## src/rtl/piano_note_gen.sv

```systemverilog
// Monophonic square-wave note generator for the 8-key piano.
// Last-pressed key wins; releasing it falls back to the highest still-held key.
module piano_note_gen #(
    parameter int NKEYS = 8,
    parameter int CW    = 18,
    parameter int SHIFT = 0
) (
    input  logic             CLK,
    input  logic             RESET,
    input  logic [NKEYS-1:0] KEYS,
    output logic             SPEAKER,
    output logic [2:0]       NOTE_IDX,
    output logic             NOTE_VALID
);

    localparam logic [0:0] IDLE = 1'b0;
    localparam logic [0:0] PLAY = 1'b1;

    logic [0:0]       state;
    logic [CW-1:0]    counter;
    logic [NKEYS-1:0] keys_q;
    logic [NKEYS-1:0] rise;
    logic [2:0]       next_idx;
    logic             load;
    logic             go_idle;

    // Reload value is H-1, where H is the scaled half period clamped to 2.
    function automatic logic [CW-1:0] reload_of(input logic [2:0] idx);
        int unsigned e;
        case (idx)
            3'd0:    e = 191113;
            3'd1:    e = 170265;
            3'd2:    e = 151685;
            3'd3:    e = 143173;
            3'd4:    e = 127551;
            3'd5:    e = 113636;
            3'd6:    e = 101239;
            default: e = 95557;
        endcase
        e = e >> SHIFT;
        if (e < 2)
            e = 2;
        return CW'(e - 1);
    endfunction

    function automatic logic [2:0] top_bit(input logic [NKEYS-1:0] v);
        logic [2:0] r;
        r = '0;
        for (int i = 0; i < NKEYS; i++)
            if (v[i])
                r = 3'(i);
        return r;
    endfunction

    assign rise       = KEYS & ~keys_q;
    assign NOTE_VALID = state;

    always_comb begin
        load     = 1'b0;
        go_idle  = 1'b0;
        next_idx = NOTE_IDX;
        if (rise != '0) begin
            load     = 1'b1;
            next_idx = top_bit(rise);
        end else if (state == PLAY && !KEYS[NOTE_IDX]) begin
            if (KEYS != '0) begin
                load     = 1'b1;
                next_idx = top_bit(KEYS);
            end else begin
                go_idle = 1'b1;
            end
        end
    end

    always_ff @(posedge CLK) begin
        if (!RESET) begin
            state    <= IDLE;
            counter  <= '0;
            keys_q   <= '0;
            SPEAKER  <= 1'b0;
            NOTE_IDX <= '0;
        end else begin
            keys_q   <= KEYS;
            NOTE_IDX <= next_idx;
            // A (re)load keeps the speaker level; only the phase restarts.
            if (load) begin
                state   <= PLAY;
                counter <= reload_of(next_idx);
            end else if (go_idle || state == IDLE) begin
                state   <= IDLE;
                counter <= '0;
                SPEAKER <= 1'b0;
            end else if (counter == '0) begin
                SPEAKER <= ~SPEAKER;
                counter <= reload_of(NOTE_IDX);
            end else begin
                counter <= counter - 1'b1;
            end
        end
    end

endmodule

```

## config.mk

```make
export PLATFORM = sky130hd
export DESIGN_NAME = piano_note_gen
export DESIGN_NICKNAME = d
export VERILOG_FILES = /design/src/rtl/piano_note_gen.sv
export SDC_FILE = /design/constraint.sdc
export NUM_CORES = 1
export LEC_CHECK = 0
export BUFFER_PORTS_ARGS = -buffer_cell sky130_fd_sc_hd__buf_2
export CAP_MARGIN = 30
export CORE_MARGIN = 4
export CORE_UTILIZATION = 31
export DETAILED_ROUTE_END_ITERATION = 6
export PLACE_DENSITY = 0.44
export SLEW_MARGIN = 20
export SYNTH_ARGS = -nofsm -noshare
export SYNTH_HDL_FRONTEND = slang
export SYNTH_SLANG_ARGS = --single-unit
```

## constraint.sdc

```tcl
create_clock -name CLK -period 8.28 [get_ports CLK]
set_clock_uncertainty 0.2 [all_clocks]
set_input_delay 1.242 -clock CLK [delete_from_list [all_inputs] [get_ports CLK]]
set_output_delay 1.242 -clock CLK [all_outputs]
set_load 0.05 [all_outputs]
```

After elaboration in Yosys (flattened, before gate mapping)
Index checks and enable logic that the tools add are counted.
{"block": "word_totals", "n_memories": 0, "wordCells": 87, "in_bits": 10, "rom_bits": 0, "register_bits": 31, "latchBits": 0, "mem_bits_rw": 0}
{"block": "op_classes", "n_mul": 0, "div_mod_pow": 0, "bitwise_logic": 5, "muxes": 48, "eq_ne": 12, "magnitude_cmp": 3, "shift": 0, "n_reduce_logical": 11, "addsub": 3}
{"op": "$pmux W18 S7", "n": 2}
{"op": "$mux W18", "n": 11}
{"op": "$mux W32", "n": 6}
{"op": "$lt A32 B2 Y1 const B", "n": 2}
{"op": "$sub A18 B1 Y18 const B", "n": 3}
{"op": "$mux W3", "n": 15}
{"op": "$eq A3 B3 Y1 const B", "n": 6}
{"op": "$logic_not A18 Y1", "n": 1}
{"op": "$reduce_bool A8 Y1", "n": 2}
{"op": "$mux W1", "n": 13}
{"op": "$eq A3 B2 Y1 const B", "n": 4}
{"op": "$and A8 B8 Y8", "n": 1}
{"op": "$not A8 Y8", "n": 1}
{"op": "$eq A3 B1 Y1 const B", "n": 2}
{"op": "$logic_not A3 Y1", "n": 2}
{"op": "$lt A3 B4 Y1 const B", "n": 1}
{"op": "$reduce_bool A2 Y1", "n": 2}
{"op": "$bmux W1 S3", "n": 1}
{"op": "$not A1 Y1", "n": 3}
{"op": "$reduce_and A2 Y1", "n": 1}
{"op": "$logic_and A1 B1 Y1", "n": 1}
{"op": "$logic_not A1 Y1", "n": 1}
{"op": "$logic_or A1 B1 Y1", "n": 1}

Depth between registers and ports, before layout
Gate-level depths: netlist (run 1).
{"block": "logic_depth", "word_depth": 20, "mapped_depth": 13, "ltp_nobuf": 11}

Worst setup path after synthesis (run 1)
Ideal clock, no wire load.
{"block": "synth_timing", "kind": "in2reg", "startpoint": "input port KEYS[1]", "endpoint": "register counter[1]", "arrival_time_ns": 3.305, "setup_ns": 0.059, "cell_stages": 8, "setup_slack_ns": 4.716, "cell_sequence": "or4_1 a311o_1 nand3_1 clkbuf_1 and3_1 ha_1 o22ai_1 and2_1"}
{"block": "synth_between", "elab_chain_cells": 20, "elab_cells_between_ends": 48, "classes_between": "1 x add/sub; 1 x order compare; 6 x eq/ne; 33 x mux; 1 x bitwise; 6 x reduce/logical"}
{"item": "start: declaration", "line": "10", "source": "input logic [NKEYS-1:0] KEYS,"}
{"item": "$mux W1", "line": "50", "source": "if (v[i])"}
{"item": "$mux W3 (6 in series)", "line": "50"}
{"item": "$mux W3", "line": "66", "source": "if (KEYS != '0) begin"}
{"item": "$mux W3", "line": "65", "source": "end else if (state == PLAY && !KEYS[NOTE_IDX]) begin"}
{"item": "$mux W3", "line": "62", "source": "if (rise != '0) begin"}
{"item": "$eq A3 B3 Y1, or another cell as far along", "line": "30", "source": "case (idx)"}
{"item": "$pmux W18 S7", "line": "30"}
{"item": "$mux W32", "line": "86", "source": "if (load) begin"}
{"item": "$mux W32", "line": "76", "source": "if (!RESET) begin"}
{"item": "$lt A32 B2 Y1", "line": "41", "source": "if (e < 2)"}
{"item": "$mux W18", "line": "41"}
{"item": "$mux W18", "line": "86"}
{"item": "$mux W18", "line": "76"}
{"item": "$sub A18 B1 Y18", "line": "43", "source": "return CW'(e - 1);"}
{"item": "$mux W18 *", "line": "86"}
{"item": "end signal: assignment", "line": "88", "source": "counter <= reload_of(next_idx);"}
{"item": "end signal: assignment", "line": "95", "source": "counter <= reload_of(NOTE_IDX);"}
{"item": "end signal: assignment", "line": "97", "source": "counter <= counter - 1'b1;"}
{"item": "end: declaration", "line": "20", "source": "logic [CW-1:0] counter;"}
Every way passes the cells marked *; elsewhere a longest branch is shown, timed or not. The select of a mux whose other input is x is not followed.
A chain may end at the register's enable or synchronous reset.

Worst setup path in the final report (run 1)
{"block": "layout_timing", "startpoint": "register counter[9]", "endpoint": "register counter[12]"}
{"block": "layout_between", "elab_chain_cells": 4, "elab_cells_between_ends": 5, "classes_between": "1 x add/sub; 3 x mux; 1 x reduce/logical"}
{"item": "$sub A18 B1 Y18 / $logic_not A18 Y1 (equally long branches)", "line": "97, 93"}
{"item": "$mux W18 *", "line": "93", "source": "end else if (counter == '0) begin"}
{"item": "$mux W18 *", "line": "89", "source": "end else if (go_idle || state == IDLE) begin"}
{"item": "$mux W18 *", "line": "86"}
Every way passes the cells marked *; elsewhere a longest branch is shown, timed or not.

==> impl_metrics.py, run 1 <==
metrics = {
    "outcome": {
        "status": "finished clean",
    },
    "yosys": {
        "synthTopCellsByArea": "dfxtp_1, mux2i_1, a21oi_1, nand2_1, nor2_1",
        "synth-adder-area-share": 0.01646,
        "synth_commonest_cells": "dfxtp_1, nand2_1, nor2_1, a21oi_1, nor3_1",
        "synth_warnings": 0,
        "ys_types": 58,
        "synth_top_family_by_area": "compound AO/OA/AOI/OAI gates",
        "synth_simple_gate_area_share": 0.2469,
        "synth_area_leader_cell": "dfxtp_1",
        "synth_xor_area_frac": 0.03704,
        "seq_area_frac_synth": 0.2916,
        "synth_nets": 271,
        "ys_ff_latch": 31,
        "ys_async_sr_fraction": 0,
        "synth_edf_count": 0,
        "synth_ff_type": "dfxtp_1",
        "synth-compound-area-share": 0.2816,
        "synth_most_common_cell": "dfxtp_1",
        "syn_avg_cell_area_um2": 8.217,
        "synth.cell_area_mm2": 0.002128,
        "synth.mux.area_fraction": 0.08818,
        "synth_top_area_frac": 0.2916,
        "synthCells": 259,
    },
    "place": {
        "place_hpwl_mm": 4.403,
        "place_ws_ns": 4.369,
        "port_buffers": 14,
        "place_congestion": 0.7896,
    },
    "timing": {
        "min_period_ns": 3.742,
        "rsz0062_at_grt": "no",
        "slew_headroom": 0.5304,
        "hold_violations": 0,
        "setup_viol": 0,
        "finalSetupTns_ns": 0,
        "fmax_mhz": 267.2,
        "worst_slack_ns": 4.538,
        "finalMaxSlewViolations": 0,
        "finalCritPeriodShare": 0.4520,
        "max_slew.worst_pin.slew_ns": 0.7034,
    },
    "route": {
        "drtIter0Drc": 96,
        "top_layer": "met4",
        "drtPass1Iterations": 4,
        "wl_met3_um": 184,
        "antenna_left": 0,
        "vias": 1995,
        "wl_mm": 5.983,
        "detail_route.vias_per_cell": 5.733,
        "drc": 0,
        "drt-met1-wl_mm": 3.194,
        "met2_length_mm": 2.538,
        "wl_per_cell_um": 17.19,
    },
    "finish": {
        "drive_above_1_share": 0.1255,
        "num_antenna_cells": 0,
        "syn2layout_area_growth_pct": 9.759,
        "nets": 282,
        "nFillCells": 691,
    },
    "pwr": {
        "p_leak_uw": 0.0008779,
        "p_per_area_mw_per_mm2": 177.3,
        "vdd_drop_max_uv": 64.52,
    },
    "setup_path": {
        "reg2reg_slack_ns": 4.54,
        "arrival_ns": 3.69,
        "critical_path.max_fanout": 17,
        "required_ns": 8.23,
        "end_kind": "register",
        "timing.rr.end": "counter[12]",
        "rr_worst_depth": 12,
        "critPathLaunchType": "register",
        "criticalPathCategory": "register to register",
        "reg2reg_from": "counter[9]",
    },
    "global_routing": {
        "grt_pass1_wl_mm": 9.873,
        "grt_start_max_net_pins": 19,
        "antenna_found_initial": 0,
        "grt_pass1_vias": 1845,
        "grt_overflow": 0,
        "track_usage": 0.1508,
    },
    "clocking": {
        "postCtsSetupRepairBufs": 0,
        "cts_buffers": 5,
        "clk_latency_ns": 0.28,
        "htree_levels": 2,
        "root_buffer": "clkbuf_8",
        "hold_buffers": 0,
        "cts-resized-gates": 0,
        "cts_tree": "done",
        "cts_max_path_buffers": 2,
        "cts_sinks": 31,
        "cts.reportedPaths.clkPinSlew_ns": 0.06,
    },
    "die": {
        "ios": 15,
        "initial_core_util": 0.3277,
        "core_mm2": 0.006495,
        "die_area_mm2": 0.008256,
        "die_w_um": 90.86,
        "fp.dieH_um": 90.86,
        "placementRows": 29,
    },
    "min_path": {
        "hold_path.startpoint": "SPEAKER",
        "hold_path_class": "register to register",
        "min_path_cells": 2,
        "whs_endpoint": "SPEAKER",
    },
    "job": {
        "drv_cap": 0,
    },
}
[sequential cells by signal, summed over array words and instances (netlist names)]
name	count
SPEAKER	1
NOTE_IDX	3
keys_q	8
NOTE_VALID	1
counter	18
[cell usage in the layout, fill, tap and decap left out, types with 3 or more instances in the layout]
cell type  instances
a21oi_1           17
a31oi_1            3
o21ai_1            7
nor2b_1            7
and3_1             4
nand4_1            4
a311o_1            4
nand2_1           20
nor3_1            10
nor2_1            20
or3_1              4
xnor2_1            7
a21o_1             3
o21a_1             3
or4_1              5
inv_1              4
buf_2             14
dfxtp_1           31
mux2i_1            9
nand2b_1           6
a311oi_1           3
a211oi_1           7
and2_1             9
o21ai_0            5
a21boi_1           3
clkbuf_8           5
o31ai_1            3
o22ai_1            7
nand3_1            3
o211ai_1           4
[worst max-delay path by stage]
| stage | startpoint | to | slack, ns | depth (start not counted) |
|---|---|---|---|---|
| global placement | KEYS[5] | counter[1] | 4.29 | 10 |
| floorplan | KEYS[1] | counter[1] | 4.72 | 8 |
| global route | counter[9] | counter[12] | 4.18 | 12 |
| CTS | counter[5] | counter[12] | 4.56 | 12 |
| finish | counter[9] | counter[12] | 4.54 | 12 |
| detailed placement | KEYS[5] | counter[1] | 4.37 | 10 |
[cell families (layout without fill, tap and decap cells)]
| logic type | Yosys count | count (layout) |
|---|---|---|
| multiplexers | 15 | 15 |
| adder cells (fa/ha/maj) | 3 | 3 |
| buffers and inverters | 19 | 31 |
| AO/OA/AOI/OAI | 82 | 82 |
| flip-flops | 31 | 31 |
| AND/OR/NAND/NOR | 100 | 100 |
| XOR/XNOR | 9 | 9 |
[per-stage QoR]
step / hold slack, ns / std cells / instance area, µm² / utilization / total power (µW)
final: 0.2892 / 348 / 2336 / 0.3597 / 414.2
after global routing: 0.3453 / 348 / 2336 / 0.3597 / 443.1
after CTS: 0.3021 / 348 / 2336 / 0.3597 / 419.8
after detailed placement: 0.2911 / 340 / 2255 / 0.3471 / 298.8
after global placement: 0.2954 / 340 / 2255 / 0.3471 / 300.6
after floorplan: 0.2878 / 259 / 2128 / - / 267.8
[power breakdown]
| part | internal [µW] | switching (µW) | total, µW | leakage, µW |
|---|---|---|---|---|
| Sequential | 162 | 16.8 | 179 | 0.000258 |
| Combinational | 47.5 | 70.2 | 118 | 0.000578 |
| Clock | 59.0 | 58.4 | 117 | 0.0000422 |
| Total | 269 | 145 | 414 | 0.000878 |
[layer usage]
metal  up-vias  global-route usage
met3         7             0.02917
li1       1004                   -
met2        36              0.2224
met4         0             0.04899
met1       948              0.2189
met5         -                   0
[layout make-up]
class                           count  area (µm²)  area share
Multi-Input combinational cell    209        1426      0.6106
Timing Repair Buffer               16       85.08     0.03642
Tap cell                           77       96.34     0.04124
Sequential cell                    31       620.6      0.2657
Clock inverter                      1       5.005    0.002142
Clock buffer                        7       76.32     0.03267
Inverter                            7       26.28     0.01125
[worst max-delay path, cell delays in order, from the launching register on]
cell and delay, ns:
dfxtp_1 0.36, or4_1 0.62, nor3_2 0.29, and3_1 0.64, a21oi_1 0.22, ha_1 0.26, inv_1 0.08, or3_1 0.20
nor4_1 0.07, buf_4 0.19, a211oi_1 0.23, a311o_1 0.15, o211ai_1 0.09
Power figures use the tool's default switching activity.
==> run 2, diff against run 1 <==
==> constraint.sdc (replaced) <==
create_clock -name CLK -period 3.8 [get_ports CLK]
set_clock_uncertainty 0.2 [all_clocks]
set_input_delay 0.57 -clock CLK [delete_from_list [all_inputs] [get_ports CLK]]
set_output_delay 0.57 -clock CLK [all_outputs]
set_load 0.05 [all_outputs]
==> run 2 against run 1 <==
Die area unchanged. First-iteration DRC count increased by 55%. Count of clock-buffer cells in the layout down 2. Core utilization up 0.73 points. Fmax grew 17%. Sequential share of layout area is 0.53 points lower. Sequential cell count stayed put. Critical path type unchanged.
==> impl_metrics.py, run 2 (same netlist as run 1, synthesis figures left out) <==
metrics = {
    "outcome": {
        "status": "finished clean",
    },
    "place": {
        "port_buffers": 14,
        "place_hpwl_mm": 4.584,
        "place_congestion": 0.7861,
    },
    "route": {
        "detail_route.vias_per_cell": 5.729,
        "wl_per_cell_um": 17.51,
        "drtIter0Drc": 149,
        "drtPass1Iterations": 4,
        "vias": 2028,
        "antenna_left": 0,
        "drc": 0,
        "wl_mm": 6.199,
    },
    "setup_path": {
        "startpoint": "counter[5]",
        "required_ns": 3.77,
        "arrival_ns": 3.16,
        "reg2reg_from": "counter[5]",
        "criticalPathCategory": "register to register",
        "end_kind": "register",
        "critical_path.max_fanout": 5,
        "critPathLaunchType": "register",
    },
    "die": {
        "die_area_mm2": 0.008256,
        "fp.dieH_um": 90.86,
        "die_w_um": 90.86,
        "placementRows": 29,
        "core_mm2": 0.006495,
        "initial_core_util": 0.3277,
        "ios": 15,
    },
    "global_routing": {
        "antenna_found_initial": 0,
        "grt_overflow": 0,
        "grt_start_max_net_pins": 16,
        "grt_pass1_vias": 1986,
        "track_usage": 0.1529,
        "grt_pass1_wl_mm": 10.23,
    },
    "timing": {
        "fmax_mhz": 313.4,
        "finalSetupTns_ns": 0,
        "finalCritPeriodShare": 0.8396,
        "hold_violations": 0,
        "hold_slack_ns": 0.2901,
        "min_period_ns": 3.190,
        "setup_viol": 0,
        "max_slew.worst_pin.slew_ns": 0.6593,
        "slew_headroom": 0.5575,
        "rsz0062_at_grt": "no",
        "finalMaxSlewViolations": 0,
    },
    "clocking": {
        "postCtsSetupRepairBufs": 0,
        "hold_buffers": 0,
        "root_buffer": "clkbuf_8",
        "cts_buffers": 5,
        "cts_max_path_buffers": 2,
        "cts_sinks": 31,
        "cts.reportedPaths.clkPinSlew_ns": 0.08,
        "cts_tree": "done",
        "cts-resized-gates": 0,
        "htree_levels": 2,
        "clk_latency_ns": 0.29,
    },
    "finish": {
        "final_cell_mix": "dfxtp_1, nor2_1, nand2_1",
        "final_common_cell": "dfxtp_1",
        "nets": 288,
        "num_antenna_cells": 0,
        "max_flop_register": "counter",
        "top_regs": "counter: 18 flops, keys_q: 8 flops, NOTE_IDX: 3 flops",
        "largest_register_ff_count": 18,
        "drive_above_1_share": 0.1516,
        "nFillCells": 679,
        "syn2layout_area_growth_pct": 11.99,
    },
    "pwr": {
        "vdd_drop_max_uv": 172.9,
        "p_seq_frac": 0.416,
        "p_per_area_mw_per_mm2": 384.3,
        "share_comb_of_total_power": 0.292,
        "p_sw_frac": 0.3604,
        "clock_power_share": 0.292,
        "intPower_uw": 585.9,
        "p_leak_uw": 0.0009115,
        "switching_power_uw": 330.1,
    },
    "job": {
        "drv_cap": 0,
    },
    "min_path": {
        "hold_path_class": "register to register",
        "hold_path.startpoint": "SPEAKER",
    },
}
-- run 2: cell types whose count changed in the layout (fill, tap and decap cells not counted) --
cell      delta
buf_4        +6
clkbuf_1     -2
clkinv_2     +2
-- run 2: power groups by stage --
stage                     logic (µW)  registers (µW)  clock network, µW
final                            268             381                267
after CTS                        269             381                272
after floorplan                  192             391                  0
after detailed placement         266             388                  0
after global routing             295             385                285
after global placement           269             389                  0
-- run 2: metal layers --
metal / share of wire / vias up / global-route usage / wire (µm)
met4: 0.0071 / 0 / 0.03894 / 44
met1: 0.52 / 955 / 0.2209 / 3225
met5: 0 / - / 0 / 0
li1: - / 1015 / - / -
met3: 0.039 / 8 / 0.03083 / 244
met2: 0.43 / 50 / 0.2310 / 2684
-- run 2: worst max-delay path, stage by stage, from the launching register on --
cell,delay [ns]
dfxtp_1,0.35
or4_1,0.60
nor3_1,0.31
and3_1,0.28
a31oi_1,0.11
ha_1,0.24
inv_1,0.10
or3_1,0.20
nor4_1,0.07
buf_4,0.16
a211oi_1,0.23
a311o_1,0.14
o211ai_1,0.08
-- run 2: final cells by class --
class | count | area (µm²) | area share
Clock buffer | 5 | 68.82 | 0.02887
Clock inverter | 3 | 15.01 | 0.006299
Inverter | 7 | 26.28 | 0.01102
Multi-Input combinational cell | 209 | 1426 | 0.5984
Sequential cell | 31 | 620.6 | 0.2604
Tap cell | 77 | 96.34 | 0.04042
Timing Repair Buffer | 22 | 130.1 | 0.05459
-- run 2: final timing paths --
kind | slack, ns | cells past startpoint | end
setup / recovery | 0.61 | 12 | counter[12]
hold / removal | 0.29 | 2 | SPEAKER
setup reg to reg | 0.61 | 12 | counter[12]
hold reg to reg | 0.29 | 2 | SPEAKER
-- run 2: through the flow --
stage | cell area, µm² | cells | power (µW) | util | setup slack, ns
3_5_place_dp | 2300 | 346 | 654.0 | 0.3541 | 0.4880
2_1_floorplan | 2128 | 259 | 583.5 | - | 0.3726
4_1_cts | 2384 | 354 | 921.5 | 0.3670 | 0.5995
6_report | 2384 | 354 | 916.1 | 0.3670 | 0.6096
3_3_place_gp | 2300 | 346 | 657.8 | 0.3541 | 0.4945
5_1_grt | 2384 | 354 | 964.8 | 0.3670 | 0.3493
==> run 3, diff against run 2 <==
==> constraint.sdc (replaced) <==
create_clock -name CLK -period 3.3 [get_ports CLK]
set_clock_uncertainty 0.2 [all_clocks]
set_input_delay 0.495 -clock CLK [delete_from_list [all_inputs] [get_ports CLK]]
set_output_delay 0.495 -clock CLK [all_outputs]
set_load 0.05 [all_outputs]
==> run 3 against run 2 <==
Largest cell class unchanged. Count of clock-buffer cells in the layout up 3. Combinational power increased by 28%. Final cell count up 4.0%. Clock power grew 28%. First-iteration DRC count decreased by 8.1%.
==> impl_metrics.py, run 3 (same netlist as run 1, synthesis figures left out) <==
metrics = {
    "outcome": {
        "status": "finished clean",
    },
    "die": {
        "fp.dieH_um": 90.86,
        "core_mm2": 0.006495,
        "die_w_um": 90.86,
        "placementRows": 29,
        "initial_core_util": 0.3277,
        "ios": 15,
        "die_area_mm2": 0.008256,
    },
    "global_routing": {
        "grt_pass1_wl_mm": 10.67,
        "antenna_found_initial": 0,
        "grt_overflow": 0,
        "grt_pass1_vias": 2122,
        "grt_start_max_net_pins": 16,
        "track_usage": 0.1611,
    },
    "finish": {
        "max_flop_register": "counter",
        "seqCellArea_um2": 620.6,
        "drive_above_1_share": 0.1924,
        "syn2layout_area_growth_pct": 18.58,
        "num_antenna_cells": 0,
        "largest_register_ff_count": 18,
        "multi_input_area_mm2": 0.001433,
        "nFillCells": 689,
        "final_cell_mix": "dfxtp_1, buf_4, nor2_1, nand2_1, a21oi_1",
        "final_cells": 368,
        "top_regs": "counter: 18 flops, keys_q: 8 flops, NOTE_IDX: 3 flops",
        "nets": 302,
        "final_common_cell": "dfxtp_1",
    },
    "setup_path": {
        "end_kind": "register",
        "critical_path.max_fanout": 9,
        "arrival_ns": 3.07,
        "criticalPathCategory": "register to register",
        "required_ns": 3.33,
        "critPathLaunchType": "register",
    },
    "timing": {
        "rsz0062_at_grt": "no",
        "hold_violations": 0,
        "finalCritPeriodShare": 0.9208,
        "max_slew.worst_pin.slew_ns": 0.4973,
        "hold_slack_ns": 0.2841,
        "min_period_ns": 3.039,
        "setup_viol": 0,
        "fmax_mhz": 329.1,
        "slew_headroom": 0.6657,
        "finalMaxSlewViolations": 0,
        "finalSetupTns_ns": 0,
    },
    "route": {
        "drc": 0,
        "vias": 2084,
        "antenna_left": 0,
        "drtPass1Iterations": 4,
        "detail_route.vias_per_cell": 5.663,
        "wl_per_cell_um": 17.09,
        "drtIter0Drc": 137,
        "wl_mm": 6.289,
    },
    "place": {
        "port_buffers": 14,
        "dp_cells": 360,
        "place_congestion": 0.8529,
        "place_hpwl_mm": 4.782,
    },
    "clocking": {
        "clk_latency_ns": 0.29,
        "hold_buffers": 0,
        "cts_buffers": 5,
        "cts_sinks": 31,
        "postCtsSetupRepairBufs": 0,
        "cts_max_path_buffers": 2,
        "cts_tree": "done",
        "cts.reportedPaths.clkPinSlew_ns": 0.07,
        "root_buffer": "clkbuf_8",
        "htree_levels": 2,
        "cts-resized-gates": 0,
    },
    "pwr": {
        "vdd_drop_max_uv": 199.8,
        "p_per_area_mw_per_mm2": 443.1,
        "p_leak_uw": 0.0009857,
    },
    "min_path": {
        "hold_path_class": "primary input to register",
    },
    "job": {
        "drv_cap": 0,
    },
}
[run 3: per-stage QoR]
stage	setup WS [ns]	utilization	power, µW	cell area, µm²
final	0.2613	0.3886	1118	2524
after CTS	0.2640	0.3886	1128	2524
after global placement	0.1820	0.3731	788.2	2424
after floorplan	0.01753	-	673.3	2135
after detailed placement	0.2309	0.3731	783.3	2424
after global routing	0.01400	0.3886	1185	2524
[run 3: area by class of cell]
type | count | share of cell area
Clock buffer | 8 | 0.03966
Inverter | 7 | 0.01041
Multi-Input combinational cell | 209 | 0.5677
Sequential cell | 31 | 0.2459
Tap cell | 77 | 0.03818
Timing Repair Buffer | 36 | 0.09817
[run 3: worst max-delay path: stages (launching register included)]
cell and delay, ns:
dfxtp_1 0.50, buf_12 0.18, mux2_2 0.34, mux4_2 0.55, o21a_1 0.29, a21oi_1 0.21, and3_1 0.19, ha_1 0.23
o22ai_1 0.16, and2_1 0.14
[run 3: path summary, 6_finish.rpt]
kind | startpoint | end | slack (ns) | depth (start not counted)
worst min-delay path | KEYS[0] | keys_q[0] | 0.28 | 2
worst max-delay path | NOTE_IDX[1] | counter[1] | 0.26 | 9
worst min register to register | SPEAKER | SPEAKER | 0.29 | 2
worst max register to register | NOTE_IDX[1] | counter[1] | 0.26 | 9
[run 3: power breakdown]
group / switching [µW] / total, µW / internal [µW] / leakage (µW)
Clock: 152 / 342 / 190 / 0.0000515
Combinational: 197 / 342 / 145 / 0.000676
Sequential: 27.5 / 435 / 407 / 0.000258
Total: 376 / 1120 / 743 / 0.000986
[run 3: layer usage]
metal  share of wire  routed length, µm  vias up  GRT usage
met5               0                  0        -          0
met4           0.019                117        0    0.06784
met3           0.041                255       11    0.03167
met2            0.48               2992       48     0.2600
met1            0.46               2922      983     0.2088
li1                -                  -     1042          -
